**config.mk**
```make
export PLATFORM = sky130hd
export DESIGN_NAME = stopwatch_core
export DESIGN_NICKNAME = d
export VERILOG_FILES = /design/src/rtl/stopwatch_pkg.sv /design/src/rtl/stopwatch_core_bcd_digit.sv /design/src/rtl/stopwatch_core.sv
export SDC_FILE = /design/constraint.sdc
export NUM_CORES = 1
export LEC_CHECK = 0
export ABC_AREA = 1
export BUFFER_PORTS_ARGS = -buffer_cell sky130_fd_sc_hd__buf_2
export CORE_UTILIZATION = 40
export DETAILED_ROUTE_END_ITERATION = 10
export GPL_TIMING_DRIVEN = 0
export PLACE_DENSITY = 0.61
export SYNTH_ARGS = -nofsm -noshare
export SYNTH_HDL_FRONTEND = slang
export SYNTH_SLANG_ARGS = --single-unit
```
**constraint.sdc**
```tcl
create_clock -name clk100_i -period 1.6 [get_ports clk100_i]
set_input_delay 0.08 -clock clk100_i [delete_from_list [all_inputs] [get_ports clk100_i]]
set_output_delay 0.08 -clock clk100_i [all_outputs]
set_load 0.05 [all_outputs]
```
**src/rtl/stopwatch_pkg.sv**
```systemverilog
// Shared types and constants for the stopwatch core and its BCD digit counters.
package stopwatch_pkg;

    typedef enum logic [1:0] {
        IDLE  = 2'd0,
        RUN   = 2'd1,
        PAUSE = 2'd2
    } sw_state_t;

    localparam int BCD_W            = 4;
    localparam int NUM_DIGITS       = 4;
    localparam int TICK_DIV_DEFAULT = 1000000;

endpackage

```
**src/rtl/stopwatch_core_bcd_digit.sv**
```systemverilog
// Single mod-10 BCD digit; carry is combinational so a chain of digits rolls over on one edge.
module bcd_digit
    import stopwatch_pkg::*;
(
    input  logic             clk100_i,
    input  logic             rstn_i,
    input  logic             clr,
    input  logic             en,
    output logic [BCD_W-1:0] digit,
    output logic             carry
);

    assign carry = en && (digit == BCD_W'(9));

    always_ff @(posedge clk100_i or negedge rstn_i) begin
        if (!rstn_i) begin
            digit <= '0;
        end else if (clr) begin
            digit <= '0;
        end else if (en) begin
            digit <= carry ? '0 : digit + BCD_W'(1);
        end
    end

endmodule

```
**src/rtl/stopwatch_core.sv**
```systemverilog
// Stopwatch counting 00.00..99.99 s in BCD, with run/pause/clear control.
// state | meaning
// IDLE  | count zero, stopped, waiting for start_stop_i
// RUN   | prescaler advancing, digits step on each terminal count
// PAUSE | count held, stopped; clear_i returns to IDLE
module stopwatch_core
    import stopwatch_pkg::*;
#(
    parameter int TICK_DIV = TICK_DIV_DEFAULT
) (
    input  logic                        clk100_i,
    input  logic                        rstn_i,
    input  logic                        start_stop_i,
    input  logic                        clear_i,
    output logic [NUM_DIGITS*BCD_W-1:0] digits_o,
    output logic                        running_o,
    output logic                        tick_o
);

    localparam int                 PRESC_W  = $clog2(TICK_DIV);
    localparam logic [PRESC_W-1:0] PRESC_TC = PRESC_W'(TICK_DIV - 1);

    sw_state_t           state;
    sw_state_t           state_nxt;
    logic [PRESC_W-1:0]  presc;
    logic                run_tc;
    logic                clr_cnt;
    logic [NUM_DIGITS:0] en_chain;
    logic                wrap_unused;

    always_ff @(posedge clk100_i or negedge rstn_i) begin
        if (!rstn_i) begin
            state <= IDLE;
        end else begin
            state <= state_nxt;
        end
    end

    // clear_i is checked first in PAUSE so it wins over a simultaneous start_stop_i
    always_comb begin
        state_nxt = state;
        unique case (state)
            IDLE:    if (start_stop_i) state_nxt = RUN;
            RUN:     if (start_stop_i) state_nxt = PAUSE;
            PAUSE: begin
                if (clear_i)           state_nxt = IDLE;
                else if (start_stop_i) state_nxt = RUN;
            end
            default: state_nxt = IDLE;
        endcase
    end

    always_comb begin
        running_o = (state == RUN);
        clr_cnt   = (state == PAUSE) && clear_i;
        run_tc    = (state == RUN) && (presc == PRESC_TC);
    end

    always_ff @(posedge clk100_i or negedge rstn_i) begin
        if (!rstn_i) begin
            presc <= '0;
        end else if (clr_cnt) begin
            presc <= '0;
        end else if (state == RUN) begin
            presc <= run_tc ? '0 : presc + PRESC_W'(1);
        end
    end

    // Terminal count is judged on the current state, so a stop pulse on that edge still ticks
    always_ff @(posedge clk100_i or negedge rstn_i) begin
        if (!rstn_i) begin
            tick_o <= 1'b0;
        end else begin
            tick_o <= run_tc;
        end
    end

    assign en_chain[0] = run_tc;

    for (genvar i = 0; i < NUM_DIGITS; i++) begin : g_digit
        bcd_digit u_digit (
            .clk100_i (clk100_i),
            .rstn_i   (rstn_i),
            .clr      (clr_cnt),
            .en       (en_chain[i]),
            .digit    (digits_o[i*BCD_W +: BCD_W]),
            .carry    (en_chain[i+1])
        );
    end

    // Top-digit carry marks the 99.99 -> 00.00 wrap; the count simply rolls over
    assign wrap_unused = en_chain[NUM_DIGITS];

endmodule
```
Word-level counts from Yosys, hierarchy flattened. Index checks and enable logic that the tools add are counted.

Add/sub/neg operators: 5. Eq/ne operators: 8. Mux-type cells: 19. Reduce and logical (&&, ||, !) cells: 12.

Operators with widths (count): $mux W20 (3); $mux W4 (12); $add A20 B1 Y20 const B (1); $eq A20 B20 Y1 const B (1); $add A4 B1 Y4 const B (4); $eq A4 B4 Y1 const B (4); $reduce_bool A2 Y1 (5); $logic_and A1 B1 Y1 (6); $mux W2 (3); $pmux W2 S3 (1); $eq A2 B1 Y1 const B (1); $eq A2 B2 Y1 const B (1); $logic_not A2 Y1 (1); $ne A2 B2 Y1 const B (1).

Register bits after elaboration: 39. Output and inout bits: 18.

Logic depth before layout (Yosys ltp).
Depth in word-level cells: 9. Mapped depth: 11.

Hierarchy. From an unflattened synthesis, not the netlist that was laid out.

Cells, all modules: 349. Area, all modules: 2563.7 µm².

By module, submodules not included: stopwatch_core (instances 1, cells an instance 197, area an instance 1462.7 µm², seq. area each 575.6 µm²); bcd_digit at g_digit[1].u_digit ... (instances 3, cells an instance 38, area an instance 274.0 µm², seq. area each 100.1 µm²); bcd_digit at g_digit[0].u_digit (instances 1, cells an instance 38, area an instance 279.0 µm², seq. area each 100.1 µm²).

Worst setup path before layout. OpenSTA, ideal clock, no wires.

Kind: register to register. From: register g_digit[0].u_digit.digit[0]. To: register g_digit[2].u_digit.digit[1]. Setup time: 123 ps. Data arrival time: 1525 ps. Required time: 1477 ps. Path slack: -48 ps. Stages on the path, launching flop included: 9. Path buffers: 0. Period minus slack after synthesis: 1648 ps. Cell sequence: dfrtp_1 > ha_1 > nand3_1 > inv_1 > nand3_2 > nand2_1 > inv_1 > nand2_1 > o21ai_1.

Cells in the longest elaborated chain, start to end: 7. Elaborated cells on any way between the ends: 8. Classes of those cells: 1 x eq/ne; 3 x mux; 4 x reduce/logical.

Ends and longest elaborated chain: from (decl) (line stopwatch_core_bcd_digit.sv:9) `output logic [BCD_W-1:0] digit,`; from (signal assigned) (line stopwatch_core_bcd_digit.sv:21) `digit <= carry ? '0 : digit + BCD_W'(1);`; $eq A4 B4 Y1 * (line stopwatch_core_bcd_digit.sv:13) `assign carry = en && (digit == BCD_W'(9));`; $logic_and A1 B1 Y1 * (2 in series) (line stopwatch_core_bcd_digit.sv:13); $logic_and A1 B1 Y1 (line stopwatch_core_bcd_digit.sv:13); $mux W4 (line stopwatch_core_bcd_digit.sv:21); $mux W4 (line stopwatch_core_bcd_digit.sv:20) `end else if (en) begin`; $mux W4 (line stopwatch_core_bcd_digit.sv:18) `end else if (clr) begin`; to (signal assigned) (line stopwatch_core_bcd_digit.sv:21); to (decl) (line stopwatch_core_bcd_digit.sv:9).

Mark *: on every way between the ends. The rest lies on a longest branch, timed or not. The select of a mux whose other input is x is not followed. A chain may end at the register's enable or synchronous reset.

Final worst setup path.
From: register presc[1]. To: register g_digit[2].u_digit.digit[1].

Cells in the longest elaborated chain, start to end: 8. Elaborated cells on any way between the ends: 9. Classes of those cells: 1 x eq/ne; 3 x mux; 5 x reduce/logical.

Ends and longest elaborated chain: from (decl) (line stopwatch_core.sv:25) `logic [PRESC_W-1:0] presc;`; from (signal assigned) (line stopwatch_core.sv:65) `presc <= run_tc ? '0 : presc + PRESC_W'(1);`; $eq A20 B20 Y1 * (line stopwatch_core.sv:56) `run_tc = (state == RUN) && (presc == PRESC_TC);`; $logic_and A1 B1 Y1 * (line stopwatch_core.sv:56); $logic_and A1 B1 Y1 * (2 in series) (line stopwatch_core_bcd_digit.sv:13); $logic_and A1 B1 Y1 (line stopwatch_core_bcd_digit.sv:13); $mux W4 (line stopwatch_core_bcd_digit.sv:21); $mux W4 (line stopwatch_core_bcd_digit.sv:20); $mux W4 (line stopwatch_core_bcd_digit.sv:18).

Marks and branches as above.

==> results_dict.tcl <==
set metrics [dict create \
    path_clk_slew_ns 0.09 \
    io_buffers 21 \
    die-area_sq_um 6480 \
    grt_pass1_wl_mm 9.142 \
    syn_area_sq_um 2465 \
    fin_hold_ws_ns 0.1298 \
    antenna_found_initial 0 \
    max_freq_mhz 629.9 \
    finalMaxSlewViolations 0 \
    avgSynthCellArea_sq_um 7.703 \
    drive_gt1_share_pct 34.95 \
    crit_fanout 5 \
    rows 28 \
    share_comb_of_total_power_pct 30.9 \
    startpoint_type "flip-flop" \
    final_util_pct 53.95 \
    grt_use_total_pct 18.48 \
    layoutNonFillerInstCount 447 \
    leakagePower_nw 1.621 \
    gp_congestion 0.8394 \
    clock_sinks 39 \
    clock_power_share_pct 28.0 \
    place_inst 416 \
    critPathRequiredTime_ns 1.80 \
    vias 2201 \
    netlist_instances 320 \
    critPathArrivalTime_ns 1.79 \
    num_io_pins 22 \
    skew_ns 0.01354 \
    end_kind "flip-flop" \
    maxCapViolations 0 \
    switchingPower_mw 1.089 \
    htreeDepth 2 \
    diodes 0 \
    status "finished clean" \
    grt_pass1_vias 1979 \
    fin_tns_setup_ns 0 \
    internal_power_mw 2.032 \
    tightest_slew_ns 0.8972 \
    drc 0 \
    die-height_um 80.50 \
    clk_latency_ns 0.30 \
    dieWidth_um 80.50 \
    rsz0062_at_grt "true" \
    ys_ff_latch 39 \
    finalWorstPathRequiredPeriod_ns 1.588 \
    max_slew_margin_pct 40.19 \
    cts_buffers 5 \
    critPathKind "flip-flop to flip-flop" \
    post-dp-hpwl_mm 3.877 \
    yosysSeqAreaShare_pct 39.59 \
    swShare_pct 34.90 \
    root_buffer "clkbuf_8" \
    ant_nets 0 \
    hp-class "input port to flip-flop" \
    finalHoldViolations 0 \
    period_share_pct 99.22 \
    syn_to_final_growth_pct 29.59 \
    wl_per_cell_um 12.85 \
    grt_overflow_total 0 \
    fp.coreArea_sq_um 5921 \
    setup_viol 0 \
    yosys_warnings 0 \
    cts_buffer_depth 2 \
    synth_nets 333 \
    grt_max_degree 40 \
    vias_per_cell 4.924 \
    p_seq_share_pct 41.2 \
    first_pass_iters 4 \
    synth.distinct_cells 33 \
    drt_iter0_drc 139 \
    fin_nets 384 \
    drt_wl_total_mm 5.743 \
    p_total_mw 3.122 \
    ir_drop_mv 0.7074 \
    initial_core_util_pct 41.63 \
    power.density_nw_per_um2 977.3 \
    tritoncts "yes" \
]
## worst max-delay path: stages, from the launching register on
cell	delay (ns)
dfrtp_1	0.40
ha_4	0.19
inv_4	0.05
nor2_8	0.15
nand4_4	0.10
nor2_4	0.18
nand4_4	0.15
nand2_4	0.13
buf_12	0.10
o21ai_2	0.04
## layout make-up
class / instances / area, sq um
sequential: 39 / 984.7
tap: 75 / 93.84
buffer: 3 / 27.53
clock buffer: 6 / 82.58
clock inverter: 2 / 35.03
fill: 543 / 2726
multi-input combinational: 225 / 1450
inverter: 53 / 210.2
timing repair buffer: 44 / 310.3
## metal layers
layer	vias to the layer above	part of all wire (%)	GRT usage, %
li1	1125	-	-
met1	1036	50	26.17
met2	34	47	28.47
met3	6	2.4	3.409
met4	0	0.91	5.357
met5	-	0	0
## cells in the final DEF (no fill, tap or decap), types with 5 or more instances in the layout
cell type	instances
dfrtp_1	32
a21oi_1	13
inv_1	41
nand3_2	6
nand2_2	16
nor2_4	8
buf_2	21
nor2_1	24
ha_1	8
nand2_1	54
nand4_1	8
clkbuf_8	6
xor2_1	9
o21ai_0	5
buf_4	18
nor3_1	12
dfrtp_2	7
nor2_2	8
inv_2	7
nand2_4	5
nand3_1	17
## worst paths after layout
kind	start	end	slack [ns]	cells past startpoint
max	presc[1]	g_digit[2].u_digit.digit[1]	0.01	9
min	clear_i	state[0]	0.13	4
max reg2reg	presc[1]	g_digit[2].u_digit.digit[1]	0.01	9
min reg2reg	g_digit[2].u_digit.digit[3]	g_digit[2].u_digit.digit[3]	0.57	2
max in group asynchronous	rstn_i	g_digit[0].u_digit.digit[0]	0.52	2
min in group asynchronous	rstn_i	g_digit[2].u_digit.digit[3]	0.44	2
## through the flow
stage | cell area, sq um | worst slack, ns
6_report | 3194 | 0.01247
3_5_place_dp | 2668 | -0.1408
2_1_floorplan | 2469 | 0.007369
3_3_place_gp | 2668 | -0.1349
5_1_grt | 3194 | -0.1088
4_1_cts | 2889 | 0.0009466
## logic make-up after synthesis
| group | Yosys count | share of synthesized area, % |
|---|---|---|
| XOR/XNOR | 10 | 3.554 |
| flip-flops | 39 | 39.59 |
| AND/OR/NAND/NOR | 174 | 35.69 |
| AO/OA/AOI/OAI | 32 | 7.361 |
| buffers and inverters | 56 | 9.238 |
| adder cells (fa/ha/maj) | 9 | 4.569 |
## flip-flops by register name, summed over array words and instances, names as in the netlist
| name | count |
|---|---|
| g_digit.u_digit.digit | 16 |
| presc | 20 |
| state | 2 |
| tick_o | 1 |
## power groups by stage
stage	registers [mW]	logic, mW	clock network, mW
floorplan	1.30	0.493	0
global placement	1.29	0.671	0
detailed placement	1.29	0.684	0
CTS	1.26	0.775	0.893
global route	1.31	1.05	0.930
finish	1.29	0.963	0.873
## cells in the mapped netlist, drive strengths merged
master | instances | area share [%]
xnor2 | 1 | 0.36
nand3b | 4 | 1.2
inv | 51 | 7.8
o22ai | 4 | 1.0
nand4 | 10 | 3.0
o31ai | 1 | 0.30
dfrtp | 39 | 40
nor3 | 17 | 4.1
nand3 | 25 | 5.5
nor2 | 41 | 8.4
clkinv | 2 | 0.41
a21oi | 15 | 3.2
xor2 | 9 | 3.2
nand2 | 75 | 13
o211a | 1 | 0.41
a32o | 1 | 0.41
or2 | 1 | 0.25
and3 | 1 | 0.25
o21ai | 10 | 2.0
buf | 2 | 0.91
clkbuf | 1 | 0.15
ha | 9 | 4.6
## timing repair
item	in CTS	in global routing
cloned	0	0
pin swaps	3	22
hold endpoints to repair	40	0
hold buffers	3	0
setup buffers	6	14
gates resized for setup	6	53
endpoints found under the setup margin	20	36
(Power assumes the default switching activity.)
